### src/rtl/booth_mul_arbiter.sv
// booth_mul_arbiter: round-robin arbiter/sequencer sharing one Booth multiplier
// among NREQ requesters. Accept -> start pulse -> wait for done -> one-cycle
// response to the granted requester.
// Optional watchdog: define BOOTH_ARB_TIMEOUT_EN to abort a WAIT after TIMEOUT
// cycles with resp_err=1 and resp_m=0. Without it resp_err is tied to 0.
module booth_mul_arbiter #(
  parameter int NREQ    = 4,
  parameter int WIDTH   = 8,
  parameter int TIMEOUT = 64
) (
  input  logic                    clk,
  input  logic                    reset,
  input  logic [NREQ-1:0]         req_valid,
  input  logic [NREQ*WIDTH-1:0]   req_a,
  input  logic [NREQ*WIDTH-1:0]   req_b,
  output logic [NREQ-1:0]         req_ready,
  output logic [NREQ-1:0]         resp_valid,
  output logic [2*WIDTH-1:0]      resp_m,
  output logic                    resp_err,
  output logic [WIDTH-1:0]        mul_a,
  output logic [WIDTH-1:0]        mul_b,
  output logic                    mul_start,
  input  logic                    mul_done,
  input  logic [2*WIDTH-1:0]      mul_m
);

  localparam int PW = (NREQ > 1) ? $clog2(NREQ) : 1;
  localparam int MW = 2 * WIDTH;

  typedef enum logic [1:0] {
    ST_IDLE  = 2'd0,
    ST_ISSUE = 2'd1,
    ST_WAIT  = 2'd2,
    ST_RESP  = 2'd3
  } state_e;

  state_e            state_q, state_d;
  logic [PW-1:0]     ptr_q, ptr_d;
  logic [PW-1:0]     owner_q, owner_d;
  logic [WIDTH-1:0]  mul_a_q, mul_a_d;
  logic [WIDTH-1:0]  mul_b_q, mul_b_d;
  logic              mul_start_q, mul_start_d;
  logic [NREQ-1:0]   resp_valid_q, resp_valid_d;
  logic [MW-1:0]     resp_m_q, resp_m_d;
`ifdef BOOTH_ARB_TIMEOUT_EN
  localparam int CW = $clog2(TIMEOUT + 1);
  logic [CW-1:0]     cnt_q, cnt_d;
  logic              resp_err_q, resp_err_d;
`endif

  logic [PW:0]       cand_s;
  logic [PW-1:0]     grant_idx_s;
  logic              grant_hit_s;
  logic              accept_s;
  logic [NREQ-1:0]   req_ready_s;

  // Circular search from ptr for the first pending request; ready is gated by reset
  always_comb begin
    cand_s      = '0;
    grant_idx_s = '0;
    grant_hit_s = 1'b0;
    for (int k = 0; k < NREQ; k++) begin
      cand_s = {1'b0, ptr_q} + (PW+1)'(k);
      if (cand_s >= (PW+1)'(NREQ)) begin
        cand_s = cand_s - (PW+1)'(NREQ);
      end else begin
        cand_s = cand_s;
      end
      if (!grant_hit_s && req_valid[cand_s[PW-1:0]]) begin
        grant_hit_s = 1'b1;
        grant_idx_s = cand_s[PW-1:0];
      end else begin
        grant_hit_s = grant_hit_s;
      end
    end
    accept_s    = (state_q == ST_IDLE) && grant_hit_s && reset;
    req_ready_s = '0;
    if (accept_s) begin
      req_ready_s[grant_idx_s] = 1'b1;
    end else begin
      req_ready_s = '0;
    end
  end

  // Next-state and next-output computation for the IDLE/ISSUE/WAIT/RESP sequence
  always_comb begin
    state_d      = state_q;
    ptr_d        = ptr_q;
    owner_d      = owner_q;
    mul_a_d      = mul_a_q;
    mul_b_d      = mul_b_q;
    mul_start_d  = 1'b0;
    resp_valid_d = '0;
    resp_m_d     = resp_m_q;
`ifdef BOOTH_ARB_TIMEOUT_EN
    cnt_d        = cnt_q;
    resp_err_d   = 1'b0;
`endif
    case (state_q)
      ST_IDLE: begin
        if (accept_s) begin
          mul_a_d     = req_a[int'(grant_idx_s)*WIDTH +: WIDTH];
          mul_b_d     = req_b[int'(grant_idx_s)*WIDTH +: WIDTH];
          owner_d     = grant_idx_s;
          ptr_d       = (grant_idx_s == PW'(NREQ - 1)) ? '0 : grant_idx_s + PW'(1);
          mul_start_d = 1'b1;
          state_d     = ST_ISSUE;
        end else begin
          state_d = ST_IDLE;
        end
      end
      ST_ISSUE: begin
        // Any mul_done seen here belongs to nothing we issued; ignore it.
`ifdef BOOTH_ARB_TIMEOUT_EN
        cnt_d   = '0;
`endif
        state_d = ST_WAIT;
      end
      ST_WAIT: begin
        if (mul_done) begin
          resp_m_d              = mul_m;
          resp_valid_d[owner_q] = 1'b1;
          state_d               = ST_RESP;
`ifdef BOOTH_ARB_TIMEOUT_EN
        end else if (cnt_q == CW'(TIMEOUT)) begin
          resp_m_d              = '0;
          resp_err_d            = 1'b1;
          resp_valid_d[owner_q] = 1'b1;
          state_d               = ST_RESP;
        end else begin
          cnt_d   = cnt_q + CW'(1);
          state_d = ST_WAIT;
        end
`else
        end else begin
          state_d = ST_WAIT;
        end
`endif
      end
      ST_RESP: begin
        state_d = ST_IDLE;
      end
      default: begin
        state_d = ST_IDLE;
      end
    endcase
  end

  // State, pointer, operands and response registers; async reset drops any operation
  always_ff @(posedge clk or negedge reset) begin
    if (!reset) begin
      state_q      <= ST_IDLE;
      ptr_q        <= '0;
      owner_q      <= '0;
      mul_a_q      <= '0;
      mul_b_q      <= '0;
      mul_start_q  <= 1'b0;
      resp_valid_q <= '0;
      resp_m_q     <= '0;
`ifdef BOOTH_ARB_TIMEOUT_EN
      cnt_q        <= '0;
      resp_err_q   <= 1'b0;
`endif
    end else begin
      state_q      <= state_d;
      ptr_q        <= ptr_d;
      owner_q      <= owner_d;
      mul_a_q      <= mul_a_d;
      mul_b_q      <= mul_b_d;
      mul_start_q  <= mul_start_d;
      resp_valid_q <= resp_valid_d;
      resp_m_q     <= resp_m_d;
`ifdef BOOTH_ARB_TIMEOUT_EN
      cnt_q        <= cnt_d;
      resp_err_q   <= resp_err_d;
`endif
    end
  end

  assign req_ready  = req_ready_s;
  assign resp_valid = resp_valid_q;
  assign resp_m     = resp_m_q;
  assign mul_a      = mul_a_q;
  assign mul_b      = mul_b_q;
  assign mul_start  = mul_start_q;
`ifdef BOOTH_ARB_TIMEOUT_EN
  assign resp_err   = resp_err_q;
`else
  assign resp_err   = 1'b0;
`endif

endmodule

### config.mk
export PLATFORM = sky130hd
export DESIGN_NAME = booth_mul_arbiter
export DESIGN_NICKNAME = d
export VERILOG_FILES = /design/src/rtl/booth_mul_arbiter.sv
export SDC_FILE = /design/constraint.sdc
export NUM_CORES = 1
export LEC_CHECK = 0
export CORE_MARGIN = 3
export CORE_UTILIZATION = 38
export DETAILED_ROUTE_END_ITERATION = 16
export PLACE_DENSITY = 0.8
export SLEW_MARGIN = 20
export SYNTH_ARGS = -nofsm -noshare
export SYNTH_HDL_FRONTEND = slang
export SYNTH_SLANG_ARGS = --single-unit
### constraint.sdc
create_clock -name clk -period 2.5 [get_ports clk]
set_input_delay 0.5 -clock clk [delete_from_list [all_inputs] [get_ports clk]]
set_output_delay 0.5 -clock clk [all_outputs]
set_load 0.01 [all_outputs]
==> flow_metrics.py <==
metrics = {
    "run_status": {
        "outcome": "complete, no violations",
    },
    "clock_tree": {
        "path_clk_slew_ns": 0.07,
        "cts_tree": "yes",
        "clock_sinks": 43,
        "cts_made_buffers": 5,
        "insertion_delay_ns": 0.28,
        "clock-root-buffer": "clkbuf_8",
        "clockBufferDepth": 2,
        "ctsHtreeMaxLevel": 2,
        "cts_hold_buf": 0,
    },
    "critical_path": {
        "crit_arrival_ns": 1.93,
        "crit_type": "in -> out",
        "crit_fanout": 5,
        "cp-end-kind": "output port",
        "rrSetupSlack_ns": 0.66,
        "crit_start": "req_valid[0]",
        "start_kind": "input port",
        "r2r-start": "ptr_q[1]",
        "cp.required_ns": 2.00,
    },
    "grt": {
        "grt_pass1_vias": 2393,
        "grt_first_pass_wirelength_microns": 11800,
        "grt_busiest_layer": "met2",
        "grt_max_degree": 44,
        "grt_usage_pct": 20.5,
        "gr-total-overflow": 0,
        "use_met3_pct": 5.23,
        "globalRouteMet1Util_pct": 25.4,
        "grt_util_met2_pct": 35.9,
        "grt_antenna_before_repair": 0,
    },
    "detailed_routing": {
        "num_vias": 2268,
        "viasPerCell": 5.43,
        "drt_wl_total_microns": 7240,
        "post_drt_wl_per_cell_microns": 17.3,
        "antenna_left": 0,
        "drt-pass1-iter-count": 4,
        "drc_errors": 0,
        "drt_iter0_markers": 89,
    },
    "sta": {
        "period_share_pct": 97.2,
        "hold_slack_ns": 0.346,
        "post-route-min-period_ns": 2.43,
        "maxSlewViolCount": 0,
        "worst_pin_slew_ns": 0.684,
        "fin_skew_ns": 0.00577,
        "hold_violations": 0,
        "max_freq_ghz": 0.412,
        "finalSetupTns_ns": 0,
        "grt_setup_unrepaired": "false",
        "max_slew_margin_pct": 54.3,
        "setup_violations": 0,
        "fin_ws_ns": 0.0704,
    },
    "power": {
        "power_density_mw_per_mm2": 982,
        "switching_share_pct": 32.5,
        "vdd_drop_max_mv": 0.580,
        "leakage_nw": 1.71,
        "p_int_mw": 2.53,
        "clkPwrFrac_pct": 16.7,
        "p_sw_mw": 1.21,
        "power_frac_comb_pct": 51.2,
        "pwr-share-seq_pct": 32.1,
    },
    "floorplanning": {
        "core-area_sq_mm": 0.00564,
        "die_area_sq_mm": 0.00696,
        "rows": 27,
        "io_pins": 129,
        "fp.dieW_microns": 83.5,
        "fp.dieH_microns": 83.5,
        "start_util_pct": 40.4,
    },
    "finish": {
        "antenna_cells": 0,
        "final_nets": 434,
        "layout-drive-gt1-share_pct": 16.5,
        "final_common_cell": "clkdlybuf4s50_1",
        "postLayoutCellArea_sq_mm": 0.00381,
        "fin_cells": 418,
        "final_cell_mix": "clkdlybuf4s50_1, dfrtp_1, buf_4",
        "syn2layout_area_growth_pct": 67.1,
        "nFillCells": 449,
    },
    "placement": {
        "placed_area_sq_mm": 0.00367,
        "place_congestion": 0.802,
        "detailedPlace.worstSlack_ns": -0.335,
        "io_buffers": 127,
        "dp.cells": 409,
        "dp_hpwl_microns": 5440,
    },
    "synthesis": {
        "yosysTopAreaCell": "dfrtp_1",
        "ys_seq_area_share_pct": 47.2,
        "avgSynthCellArea_sq_um": 10.9,
        "ys_types": 39,
        "synth.area.top_cells": "dfrtp_1, mux2_2, a211o_1, a22o_1, o31ai_1",
        "synth-seq-cells": 43,
        "syn_inst": 210,
        "synth_nets": 299,
        "yosysTopAreaCellShare_pct": 47.2,
        "yosys_warnings": 0,
        "netlist_area_sq_mm": 0.00228,
    },
    "run": {
        "maxCapViolations": 0,
    },
    "worst_hold_path": {
        "hp-class": "in -> async",
    },
}
## final cells by class
type | instances | area, sq um | share of cell area, %
multi-input combinational | 141 | 1070 | 28.2
sequential | 43 | 1080 | 28.3
clock buffer | 6 | 72.6 | 1.91
inverter | 5 | 18.8 | 0.493
timing repair buffer | 149 | 1420 | 37.2
tap | 72 | 90.1 | 2.37
clock inverter | 2 | 60.1 | 1.58
## logic make-up (layout without fill, tap and decap cells)
| kind of cell | count (synthesis) | after routing | synth area share, % |
|---|---|---|---|
| buffers and inverters | 26 | 162 | 6.15 |
| other | 1 | 1 | 0.164 |
| multiplexers | 16 | 16 | 7.90 |
| flip-flops | 43 | 43 | 47.2 |
| AND/OR/NAND/NOR | 43 | 43 | 12.0 |
| AO/OA/AOI/OAI | 79 | 79 | 25.5 |
| adder cells (fa/ha/maj) | 2 | 2 | 1.10 |
## metrics by stage
stage	utilization (%)	power, mW
after floorplan	-	2.17
after detailed placement	65.1	3.14
after CTS	67.3	3.78
after global placement	65.1	3.07
after global routing	67.5	3.99
final	67.5	3.74
## registers in the layout, indices dropped and copies added, names as in the netlist
signal,cells
mul_b,8
ptr_q,2
state_q,2
mul_start,1
resp_valid,4
owner_q,2
resp_m,16
mul_a,8
## critical path, cell delays in order
cell	delay (ns)
clkdlybuf4s50_1	0.42
or4_4	0.55
nand3_4	0.12
inv_2	0.05
and3_1	0.15
buf_2	0.14
## timing repair
item | CTS | global route
setup buffers | 1 | 0
resized for setup | 15 | 3
setup endpoints to repair | 4 | 1
pin swaps | 2 | 1
## per-layer routing
| metal | vias up | share of wire (%) |
|---|---|---|
| met5 | - | 0 |
| li1 | 1078 | - |
| met2 | 120 | 48 |
| met1 | 1060 | 41 |
| met3 | 10 | 8.9 |
| met4 | 0 | 1.4 |
## Yosys cell counts, drive strengths merged
cell and n:
a22o 16, mux2 16, nor3 3, o31ai 16, and4 1, buf 9, nand2 6, inv 5
o32ai 1, a21oi 19, nand3b 1, a211o 17, and4b 1, a21o 2, or4 1, a311oi 1
nor3b 2, o21ai 4, a21boi 1, and3 2, nand4 17, nand2b 1, o21a 1, conb 1
clkbuf 12, nor2b 1, ha 2, o221ai 1, nand3 2, dfrtp 43, nor2 5
## power groups by stage
stage	sequential (mW)	clock, mW	combinational, mW
2_1_floorplan	1.30	0	0.869
3_3_place_gp	1.20	0	1.87
3_5_place_dp	1.22	0	1.92
4_1_cts	1.20	0.641	1.93
5_1_grt	1.25	0.676	2.06
6_report	1.20	0.624	1.92
## worst paths after layout
kind	end	depth (start not counted)
max in group asynchronous	mul_a[5]	2
worst max register to register	mul_a[2]	6
worst min-delay path	state_q[0]	2
min in group clk	resp_m[3]	1
worst max-delay path	req_ready[3]	6
worst min register to register	resp_m[3]	1
No activity file was read; power rests on OpenSTA's default activity.
